$ cat src/rtl/symbol_mapper_if.sv
// symbol_mapper_if: bit-group input and mapped-level output
// handshakes grouped as one bundle for the mapper and its driver.
interface symbol_mapper_if #(
  parameter int N = 16
) ();
  logic [7:0]   in_bits;
  logic         in_valid;
  logic         in_ready;
  logic [N-1:0] xI1;
  logic [N-1:0] xQ1;
  logic [N-1:0] xI2;
  logic [N-1:0] xQ2;
  logic         out_valid;
  logic         out_ready;
  logic         out_last;
  logic [15:0]  sym_cnt;

  modport master (
    output in_bits, in_valid, out_ready,
    input  in_ready, xI1, xQ1, xI2, xQ2,
    input  out_valid, out_last, sym_cnt
  );

  modport slave (
    input  in_bits, in_valid, out_ready,
    output in_ready, xI1, xQ1, xI2, xQ2,
    output out_valid, out_last, sym_cnt
  );
endinterface

$ cat src/rtl/symbol_mapper.sv
// symbol_mapper: 4-PAM mapper with 2-entry output FIFO and frame count.
// GRAY_MAP_EN selects Gray-decoded fields instead of natural binary.
module symbol_mapper #(
  parameter int N         = 16,
  parameter int Q         = 8,
  parameter int FRAME_LEN = 64
) (
  input logic           clk,
  input logic           rst,
  symbol_mapper_if.slave bus
);

  localparam logic [N-1:0] L_M3 = N'(-(3 << Q));
  localparam logic [N-1:0] L_M1 = N'(-(1 << Q));
  localparam logic [N-1:0] L_P1 = N'(1 << Q);
  localparam logic [N-1:0] L_P3 = N'(3 << Q);
  localparam logic [15:0]  LAST = 16'(FRAME_LEN - 1);

  typedef enum logic [1:0] {
    EMPTY,
    ONE,
    FULL
  } state_t;

  state_t         state;
  state_t         state_nxt;
  logic [4*N-1:0] mem [2];
  logic [4*N-1:0] mapped;
  logic [4*N-1:0] head;
  logic           wr_ptr;
  logic           rd_ptr;
  logic           in_rdy;
  logic [15:0]    cnt;
  logic           push;
  logic           pop;
  logic           valid;

  function automatic logic [N-1:0] map2(input logic [1:0] f);
    logic [1:0] idx;
`ifdef GRAY_MAP_EN
    idx = {f[1], f[1] ^ f[0]};
`else
    idx = f;
`endif
    case (idx)
      2'd0:    map2 = L_M3;
      2'd1:    map2 = L_M1;
      2'd2:    map2 = L_P1;
      default: map2 = L_P3;
    endcase
  endfunction

  assign mapped = {map2(bus.in_bits[7:6]), map2(bus.in_bits[5:4]),
                   map2(bus.in_bits[3:2]), map2(bus.in_bits[1:0])};
  assign valid  = (state != EMPTY);
  assign push   = bus.in_valid & in_rdy;
  assign pop    = valid & bus.out_ready;
  assign head   = mem[rd_ptr];

  assign bus.in_ready  = in_rdy;
  assign bus.out_valid = valid;
  assign bus.sym_cnt   = cnt;
  assign bus.out_last  = valid && (cnt == LAST);
  assign bus.xI1 = valid ? head[4*N-1:3*N] : '0;
  assign bus.xQ1 = valid ? head[3*N-1:2*N] : '0;
  assign bus.xI2 = valid ? head[2*N-1:N]   : '0;
  assign bus.xQ2 = valid ? head[N-1:0]     : '0;

  // occupancy state register
  always_ff @(posedge clk) begin
    if (rst) state <= EMPTY;
    else     state <= state_nxt;
  end

  // occupancy next state from push/pop
  always_comb begin
    state_nxt = state;
    unique case (state)
      EMPTY: if (push) state_nxt = ONE;
      ONE: begin
        if (push && !pop)      state_nxt = FULL;
        else if (pop && !push) state_nxt = EMPTY;
      end
      FULL:  if (pop) state_nxt = ONE;
      default: state_nxt = EMPTY;
    endcase
  end

  // pointers, registered ready and frame counter
  always_ff @(posedge clk) begin
    if (rst) begin
      wr_ptr <= 1'b0;
      rd_ptr <= 1'b0;
      in_rdy <= 1'b0;
      cnt    <= '0;
    end else begin
      if (push) wr_ptr <= ~wr_ptr;
      if (pop) begin
        rd_ptr <= ~rd_ptr;
        cnt    <= (cnt == LAST) ? '0 : cnt + 16'd1;
      end
      in_rdy <= (state_nxt != FULL);
    end
  end

  // FIFO storage of mapped levels
  always_ff @(posedge clk) begin
    if (push) mem[wr_ptr] <= mapped;
  end

endmodule

$ cat src/flat_wrapper.sv
// flat-port wrapper written by rule: the top's interface ports become plain ports
module symbol_mapper_flat 
#(
  parameter int N         = 16,
  parameter int Q         = 8,
  parameter int FRAME_LEN = 64
)
  (clk, rst, bus_in_bits, bus_in_valid, bus_out_ready, bus_in_ready, bus_xI1, bus_xQ1, bus_xI2, bus_xQ2, bus_out_valid, bus_out_last, bus_sym_cnt);
  symbol_mapper_if #(.N(N)) bus_i ();
  input logic clk;
  input logic rst;
  input wire logic [$bits(bus_i.in_bits)-1:0] bus_in_bits;
  input wire logic [$bits(bus_i.in_valid)-1:0] bus_in_valid;
  input wire logic [$bits(bus_i.out_ready)-1:0] bus_out_ready;
  output wire logic [$bits(bus_i.in_ready)-1:0] bus_in_ready;
  output wire logic [$bits(bus_i.xI1)-1:0] bus_xI1;
  output wire logic [$bits(bus_i.xQ1)-1:0] bus_xQ1;
  output wire logic [$bits(bus_i.xI2)-1:0] bus_xI2;
  output wire logic [$bits(bus_i.xQ2)-1:0] bus_xQ2;
  output wire logic [$bits(bus_i.out_valid)-1:0] bus_out_valid;
  output wire logic [$bits(bus_i.out_last)-1:0] bus_out_last;
  output wire logic [$bits(bus_i.sym_cnt)-1:0] bus_sym_cnt;
  assign bus_i.in_bits = bus_in_bits;
  assign bus_i.in_valid = bus_in_valid;
  assign bus_i.out_ready = bus_out_ready;
  assign bus_in_ready = bus_i.in_ready;
  assign bus_xI1 = bus_i.xI1;
  assign bus_xQ1 = bus_i.xQ1;
  assign bus_xI2 = bus_i.xI2;
  assign bus_xQ2 = bus_i.xQ2;
  assign bus_out_valid = bus_i.out_valid;
  assign bus_out_last = bus_i.out_last;
  assign bus_sym_cnt = bus_i.sym_cnt;
  symbol_mapper #(.N(N), .Q(Q), .FRAME_LEN(FRAME_LEN)) u_core (.clk(clk), .rst(rst), .bus(bus_i));
endmodule
$ cat config.mk
export PLATFORM = sky130hd
export DESIGN_NAME = symbol_mapper_flat
export DESIGN_NICKNAME = d
export VERILOG_FILES = /design/src/rtl/symbol_mapper_if.sv /design/src/rtl/symbol_mapper.sv /design/src/flat_wrapper.sv
export SDC_FILE = /design/constraint.sdc
export NUM_CORES = 1
export LEC_CHECK = 0
export BUFFER_PORTS_ARGS = -buffer_cell sky130_fd_sc_hd__buf_2
export CAP_MARGIN = 20
export CORE_ASPECT_RATIO = 2
export CORE_MARGIN = 1.5
export CORE_UTILIZATION = 45
export CTS_CLUSTER_SIZE = 30
export DETAILED_ROUTE_END_ITERATION = 6
export MAX_ROUTING_LAYER = met4
export PLACE_DENSITY = 0.88
export SLEW_MARGIN = 15
export SYNTH_ARGS = -nofsm -noshare
export SYNTH_HDL_FRONTEND = slang
export SYNTH_SLANG_ARGS = --single-unit
$ cat constraint.sdc
create_clock -name clk -period 2 [get_ports clk]
set_clock_uncertainty 0.1 [all_clocks]
set_input_delay 0.1 -clock clk [delete_from_list [all_inputs] [get_ports clk]]
set_output_delay 0.1 -clock clk [all_outputs]
set_load 0.02 [all_outputs]
Word-level counts from Yosys, hierarchy flattened
Memories as Yosys holds them, arrays and structs flattened. A register that Yosys moved wholly into a read port is not among the register bits.
Cells that the tools add are included.
- add/sub/neg operators: 1
- equal/unequal tests: 12
- bitwise operators: 4
- reduce and logical (&&, ||, !) cells: 11
- muxes and demuxes: 18
- operator list (operator ; count):
    $pmux 16 s3 ; 4
    $mux 16 ; 5
    $add 16x1->16 const B ; 1
    $eq 16x6->1 const B ; 1
    $eq 2x1->1 const B ; 5
    $eq 2x2->1 const B ; 5
    $logic_not 2->1 ; 5
    $mux 2 ; 4
    $pmux 2 s3 ; 1
    $mux 1 ; 4
    $logic_and 1x1->1 ; 3
    $and 1x1->1 ; 2
    $logic_not 1->1 ; 2
    $ne 2x2->1 const B ; 1
    $not 1->1 ; 2
    $reduce_bool 2->1 ; 1
- memory bits (writable): 128
- register bits: 21
- input bits: 12
- memories: 1
- word-level logic and storage cells: 52
- memories (memory ; words ; width ; rd ports ; clocked after Yosys merged registers in ; wr ports ; RTL line ; text):
    u_core.mem ; 2 ; 64 ; 1 ; 1 ; 1 ; symbol_mapper.sv:27 ; logic [4*N-1:0] mem [2];

Depth between registers and ports, before layout
Gate-level depths: netlist of the first run.
- depth in word-level cells: 7
- mapped depth: 5
- mapped depth without buffers: 5

Least setup slack after synthesis of the first run
No wires, ideal clock.
- path type: register -> output
- start point: register u_core.cnt[0] (netlist: u_core.bus.sym_cnt[0])
- end point: output port bus_out_last
- required time: 1800 ps
- cell stages (with the launch flop): 4
- setup slack: 67 ps
- arrival: 1733 ps
- path through: dfxtp_1 ha_1 nand4_2 nor4b_1
- longest elaborated chain between the ends: 2
- ends and longest elaborated chain (what ; RTL line ; text):
    from (decl) ; symbol_mapper.sv:33 ; logic [15:0] cnt;
    from (signal assigned) ; symbol_mapper.sv:100 ; cnt <= (cnt == LAST) ? '0 : cnt + 16'd1;
    $eq 16x6->1 ; symbol_mapper.sv:63 ; assign bus.out_last = valid && (cnt == LAST);
    $logic_and 1x1->1 ; symbol_mapper.sv:63 ;
    to (decl) ; flat_wrapper.sv:21 ; output wire logic [$bits(bus_i.out_last)-1:0] bus_out_last;
Every way passes these cells.

Worst setup path after layout of the first run
Ends and elaborated chain as after synthesis.

==> results of run 1 <==
## power groups by stage
stage | clock, mW | combinational, mW | sequential, mW
global route | 0.519 | 0.272 | 0.849
detailed placement | 0 | 0.236 | 0.864
finish | 0.478 | 0.252 | 0.847
global placement | 0 | 0.232 | 0.862
CTS | 0.489 | 0.251 | 0.847
floorplan | 0 | 0.262 | 0.860
## worst reg2reg max path, cell delays in order (launching register included)
cell     delay [ns]
dfxtp_1        0.41
ha_1           0.24
nand4_2        0.25
nor4_1         0.54
xnor2_1        0.17
nor2_1         0.05
## cell usage in the layout, fill, tap and decap left out, drive strengths merged
master | Yosys | final
o31ai | 1 | 1
a21oi | 2 | 2
clkinv | 0 | 2
conb | 1 | 32
o21a | 1 | 1
inv | 6 | 6
o211ai | 1 | 1
and2 | 1 | 1
buf | 59 | 67
nor4b | 1 | 1
nand4 | 7 | 7
dfxtp | 22 | 22
xor2 | 4 | 4
nor3 | 5 | 5
nor2 | 35 | 35
nand2b | 1 | 1
nand2 | 9 | 9
nor4 | 7 | 7
and3 | 2 | 2
xnor2 | 12 | 12
clkbuf | 6 | 6
o21bai | 1 | 1
nand3 | 1 | 1
nand4b | 1 | 1
edfxtp | 16 | 16
o21ai | 2 | 2
ha | 1 | 1
mux2i | 9 | 9
and3b | 1 | 1
dlygate4sd3 | 0 | 9
## state kept, by name, indices dropped and copies added (netlist names), named ones only
name	cells
u_core.bus.in_ready	1
u_core.bus.sym_cnt	16
u_core.mem	16
u_core.rd_ptr	1
u_core.state	2
u_core.wr_ptr	1
## worst paths after layout
check,startpoint,endpoint,slack [ns]
worst max-delay path,u_core.bus.sym_cnt[0],bus_out_last,0.11
worst min register to register,u_core.rd_ptr,flop,0.43
worst min-delay path,bus_out_ready,u_core.bus.in_ready,0.006
worst max register to register,u_core.bus.sym_cnt[0],u_core.bus.sym_cnt[12],0.15
## routing by layer
metal | track usage (%) | vias to the layer above
li1 | - | 722
met3 | 3.48 | 8
met4 | 6.86 | 0
met2 | 29.5 | 87
met1 | 13.4 | 668
met5 | - | -
## cells by family after synthesis
family | share of synthesized area (%)
and+or+nand+nor | 16.4
adders and majority gates | 0.604
buffers and inverters | 23.8
AOI/OAI and AO/OA | 3.33
DFF | 44.5
xor gates and xnor gates | 6.77
other | 0.181
muxes | 4.35
## layout make-up
| type | count | area [um^2] | share of cell area, % |
|---|---|---|---|
| sequential | 38 | 921 | 39.9 |
| multi-input combinational | 137 | 778 | 33.7 |
| timing repair buffer | 76 | 438 | 19.0 |
| clock buffer | 6 | 72.6 | 3.14 |
| tap | 54 | 67.6 | 2.93 |
| inverter | 6 | 22.5 | 0.976 |
| clock inverter | 2 | 8.76 | 0.379 |
## metrics by stage
stage / instance area [um^2] / worst slack [ns] / power, mW / utilization (%)
floorplan: 2190 / 0.0673 / 1.12 / -
global placement: 2120 / 0.370 / 1.09 / 48.5
detailed placement: 2120 / 0.310 / 1.10 / 48.5
CTS: 2290 / 0.0479 / 1.59 / 52.4
global route: 2310 / -0.00478 / 1.64 / 52.7
finish: 2310 / 0.106 / 1.58 / 52.7
## what timing repair did
action                                 in CTS  in global routing
endpoints found under the hold margin      21                  0
setup endpoints to repair                   0                  1
setup buffers                               0                  1
hold buffers                                9                  0
resized for setup                           0                  1
==> impl_metrics.py, run 1 <==
metrics = {
    "outcome": {
        "status": "complete, no violations",
    },
    "synth": {
        "synthFlopType": "dfxtp_1",
        "yosysTopAreaCell": "edfxtp_1",
        "synthArstFlopShare_pct": 0,
        "synthCells": 215,
        "synth-edff-count": 16,
        "post-synth-top-count-cell": "buf_4",
        "ys_seq_area_share_pct": 44.5,
        "ys_types": 31,
        "synth_top_cells_by_area": "edfxtp_1, dfxtp_1, buf_4",
        "netlist_area_um2": 2070,
        "syn_avg_cell_area_um2": 9.63,
        "netlist_top_cells_count": "buf_4, nor2_1, dfxtp_1, edfxtp_1, xnor2_1",
        "synth_top_area_share_pct": 23.2,
        "yosys_register_bits": 38,
        "yosys_warnings": 0,
    },
    "critical_path": {
        "rr_worst_depth": 5,
        "crit_type": "reg2out",
        "cpLargestDelayFamily": "simple AND/OR/NAND/NOR gates",
        "cp-start-kind": "flop",
        "path_depth": 4,
        "arrival_ns": 1.69,
        "critical_path.max_stage_delay_ns": 0.41,
        "setup.worst_path.end_class": "primary output",
        "cp_num_buf_inv": 1,
        "cp_max_fo": 7,
        "crit_slowest_cell": "dfxtp_1",
        "cp_cell_sequence": "ha_1 -> nand4_2 -> nor4b_2 -> buf_2",
        "critical_path_required_ns": 1.80,
    },
    "cells_and_area": {
        "layout.cells.non_filler": 319,
        "drive_above_1_share_pct": 29.1,
        "diodes": 0,
        "fill_cells": 411,
        "nets": 277,
        "syn_to_final_growth_pct": 11.5,
    },
    "detailed_routing": {
        "routed-via-count": 1485,
        "wl_um": 3720,
        "first_pass_iters": 4,
        "detail-route-antenna-nets": 0,
        "routed.top_layer": "met4",
        "wl_met3_um": 288,
        "drt-met1-wl_um": 1230,
        "wl_met2_um": 2120,
        "drtIter0Drc": 34,
        "wire_per_inst_um": 11.7,
        "drc": 0,
        "vias_per_cell": 4.66,
    },
    "clock_tree": {
        "cts_buffers": 5,
        "cts_tree": "done",
        "h-tree-depth": 2,
        "cts_buffer_depth": 2,
        "cts_root_buffer": "clkbuf_8",
        "clkLatencyLatePin_ns": 0.28,
        "path_clk_slew_ns": 0.07,
        "cts.sinks": 38,
    },
    "global_routing": {
        "grt_use_total_pct": 15.4,
        "grt_pass1_wl_um": 5730,
        "grt_overflow": 0,
        "antenna_found_initial": 0,
        "grt_pass1_vias": 1340,
        "grt_max_degree": 16,
    },
    "floorplan": {
        "num_rows": 34,
        "initial_utilization_pct": 47.2,
        "die-area_um2": 5040,
        "die_h_um": 98.9,
        "coreArea_um2": 4380,
        "io_pins": 95,
        "dieWidth_um": 51.0,
    },
    "timing": {
        "tns_ns": 0,
        "hold_slack_ns": 0.00650,
        "slew_violations": 0,
        "hold_viol": 0,
        "finalCritPeriodShare_pct": 94.7,
        "max_freq_mhz": 528,
        "slew_headroom_pct": 60.5,
        "setup_violations": 0,
        "worst_pin_slew_ns": 0.590,
        "fin_crit_ns": 1.89,
    },
    "hold_path": {
        "holdPathStages": 3,
        "hold_path.class": "in2reg",
    },
    "pwr": {
        "power.density_nw_per_um2": 683,
        "p_seq_share_pct": 53.7,
        "p_comb_share_pct": 16.0,
        "p_clk_share_pct": 30.3,
        "power.leakage_nw": 1.07,
        "p_int_mw": 1.15,
        "ir_worst_vdd_mv": 0.836,
        "power.switching_uw": 430,
        "switching_share_pct": 27.3,
    },
    "run": {
        "drv_cap": 0,
    },
    "placed_design": {
        "io_buffers": 62,
        "gp_congestion": 0.824,
        "dp_hpwl_um": 2760,
        "placed_cells": 301,
    },
}
Power figures use the tool's default switching activity.
==> inputs of run 2 (changes only) <==
- CORE_UTILIZATION: 45 -> 42
- PLACE_DENSITY: 0.88 -> 0.87
- clock period: 2 -> 1.6 ns (I/O delays scaled with it)
==> impl_metrics.py, run 2 (same netlist as run 1, synthesis figures left out) <==
metrics = {
    "outcome": {
        "status": "complete, but fails checks",
        "violations": "setup timing",
    },
    "timing": {
        "hold_slack_ns": 0.0990,
        "slew_violations": 0,
        "max_freq_mhz": 579,
        "fin_crit_ns": 1.73,
        "tns_ns": -1.12,
        "finalCritPeriodShare_pct": 108,
        "setup_violations": 16,
        "rsz0062_at_grt": "yes",
        "hold_viol": 0,
        "finalWorstSetupSlack_ns": -0.127,
    },
    "detailed_routing": {
        "routed-via-count": 1543,
        "detail-route-antenna-nets": 0,
        "wl_um": 3970,
        "drtIter0Drc": 16,
        "vias_per_cell": 4.59,
        "drc": 0,
        "first_pass_iters": 4,
        "wire_per_inst_um": 11.8,
    },
    "placed_design": {
        "gp_congestion": 0.748,
        "dp_slack_ns": -0.0523,
        "dp_hpwl_um": 2970,
        "io_buffers": 62,
    },
    "pwr": {
        "p_total_mw": 2.16,
        "power.density_nw_per_um2": 838,
        "ir_worst_vdd_mv": 0.699,
        "power.leakage_nw": 1.19,
    },
    "cells_and_area": {
        "final_common_cell": "buf_2",
        "drive_above_1_share_pct": 40.5,
        "seq_area_um2": 932,
        "fill_cells": 424,
        "nets": 291,
        "multiInputGateArea_um2": 888,
        "diodes": 0,
        "mostFrequentLayoutCells": "buf_2, conb_1, nor2_1",
        "syn_to_final_growth_pct": 24.8,
    },
    "hold_path": {
        "hold_path.class": "in2reg",
        "holdPathStages": 4,
    },
    "floorplan": {
        "num_rows": 36,
        "io_pins": 95,
        "die-area_um2": 5380,
        "die_h_um": 102,
        "initial_utilization_pct": 42.9,
        "dieWidth_um": 52.6,
        "coreArea_um2": 4820,
    },
    "clock_tree": {
        "cts_buffer_depth": 2,
        "cts_root_buffer": "clkbuf_8",
        "cts_tree": "done",
        "h-tree-depth": 2,
        "clkLatencyLatePin_ns": 0.29,
        "path_clk_slew_ns": 0.07,
        "cts.sinks": 38,
        "cts_buffers": 5,
    },
    "global_routing": {
        "grt_use_total_pct": 16.1,
        "grt_overflow": 0,
        "antenna_found_initial": 0,
        "grt_max_degree": 13,
        "grt_pass1_wl_um": 6220,
        "grt_pass1_vias": 1414,
    },
    "critical_path": {
        "critical_path_required_ns": 1.42,
        "cp-start-kind": "flop",
        "rr_worst_depth": 6,
        "cp_max_fo": 2,
        "crit_type": "reg2out",
        "setup.worst_path.end_class": "primary output",
        "arrival_ns": 1.55,
    },
    "run": {
        "drv_cap": 0,
    },
}
[run 2: final timing paths]
check                          endpoint                    from  slack [ns]
hold / removal      u_core.bus.in_ready            bus_in_valid         0.1
setup / recovery           bus_out_last  u_core.bus.sym_cnt[12]       -0.13
setup reg to reg  u_core.bus.sym_cnt[4]  u_core.bus.sym_cnt[12]       -0.09
hold reg to reg                    flop           u_core.rd_ptr        0.44
[run 2: final cells by class]
class / instances / area share [%]
well taps: 57 / 2.76
clock inverters: 3 / 1.55
multi-input cells: 137 / 34.4
repair buffers: 90 / 21.7
inverters: 6 / 0.872
clock buffers: 5 / 2.66
flip-flops and latches: 38 / 36.1
[run 2: where the power goes]
part	switching (mW)	internal [mW]	total (mW)	leakage, nW
clock network	0.317	0.458	0.775	0.0579
registers	0.0248	1.04	1.06	0.329
logic	0.221	0.103	0.324	0.801
[run 2: critical path: stages, from the launching register on]
cell	delay (ns)
dfxtp_2	0.34
nor4_4	0.32
nand3_2	0.16
nor4b_4	0.26
buf_4	0.19
[run 2: through the flow]
stage / cells / area [um^2] / utilization, %
final: 336 / 2580 / 53.6
after global routing: 336 / 2580 / 53.6
after CTS: 336 / 2580 / 53.6
after detailed placement: 316 / 2260 / 46.9
after global placement: 316 / 2260 / 46.9
after floorplan: 246 / 2230 / -
[run 2: repair_timing]
| item | in CTS | in global routing |
|---|---|---|
| gates resized for setup | 18 | 1 |
| buffers inserted | 2 | 0 |
| pin swaps | 5 | 2 |
| hold buffers | 10 | 0 |
| hold endpoints to repair | 21 | 0 |
| setup endpoints to repair | 50 | 46 |
[run 2: layer usage]
layer  vias to the layer above  global-route usage (%)  wire [um]
li1                        751                       -          -
met1                       719                    14.0       1350
met2                        68                    31.6       2330
met3                         5                    3.22        252
met4                         0                    5.92         40
met5                         -                       -          0
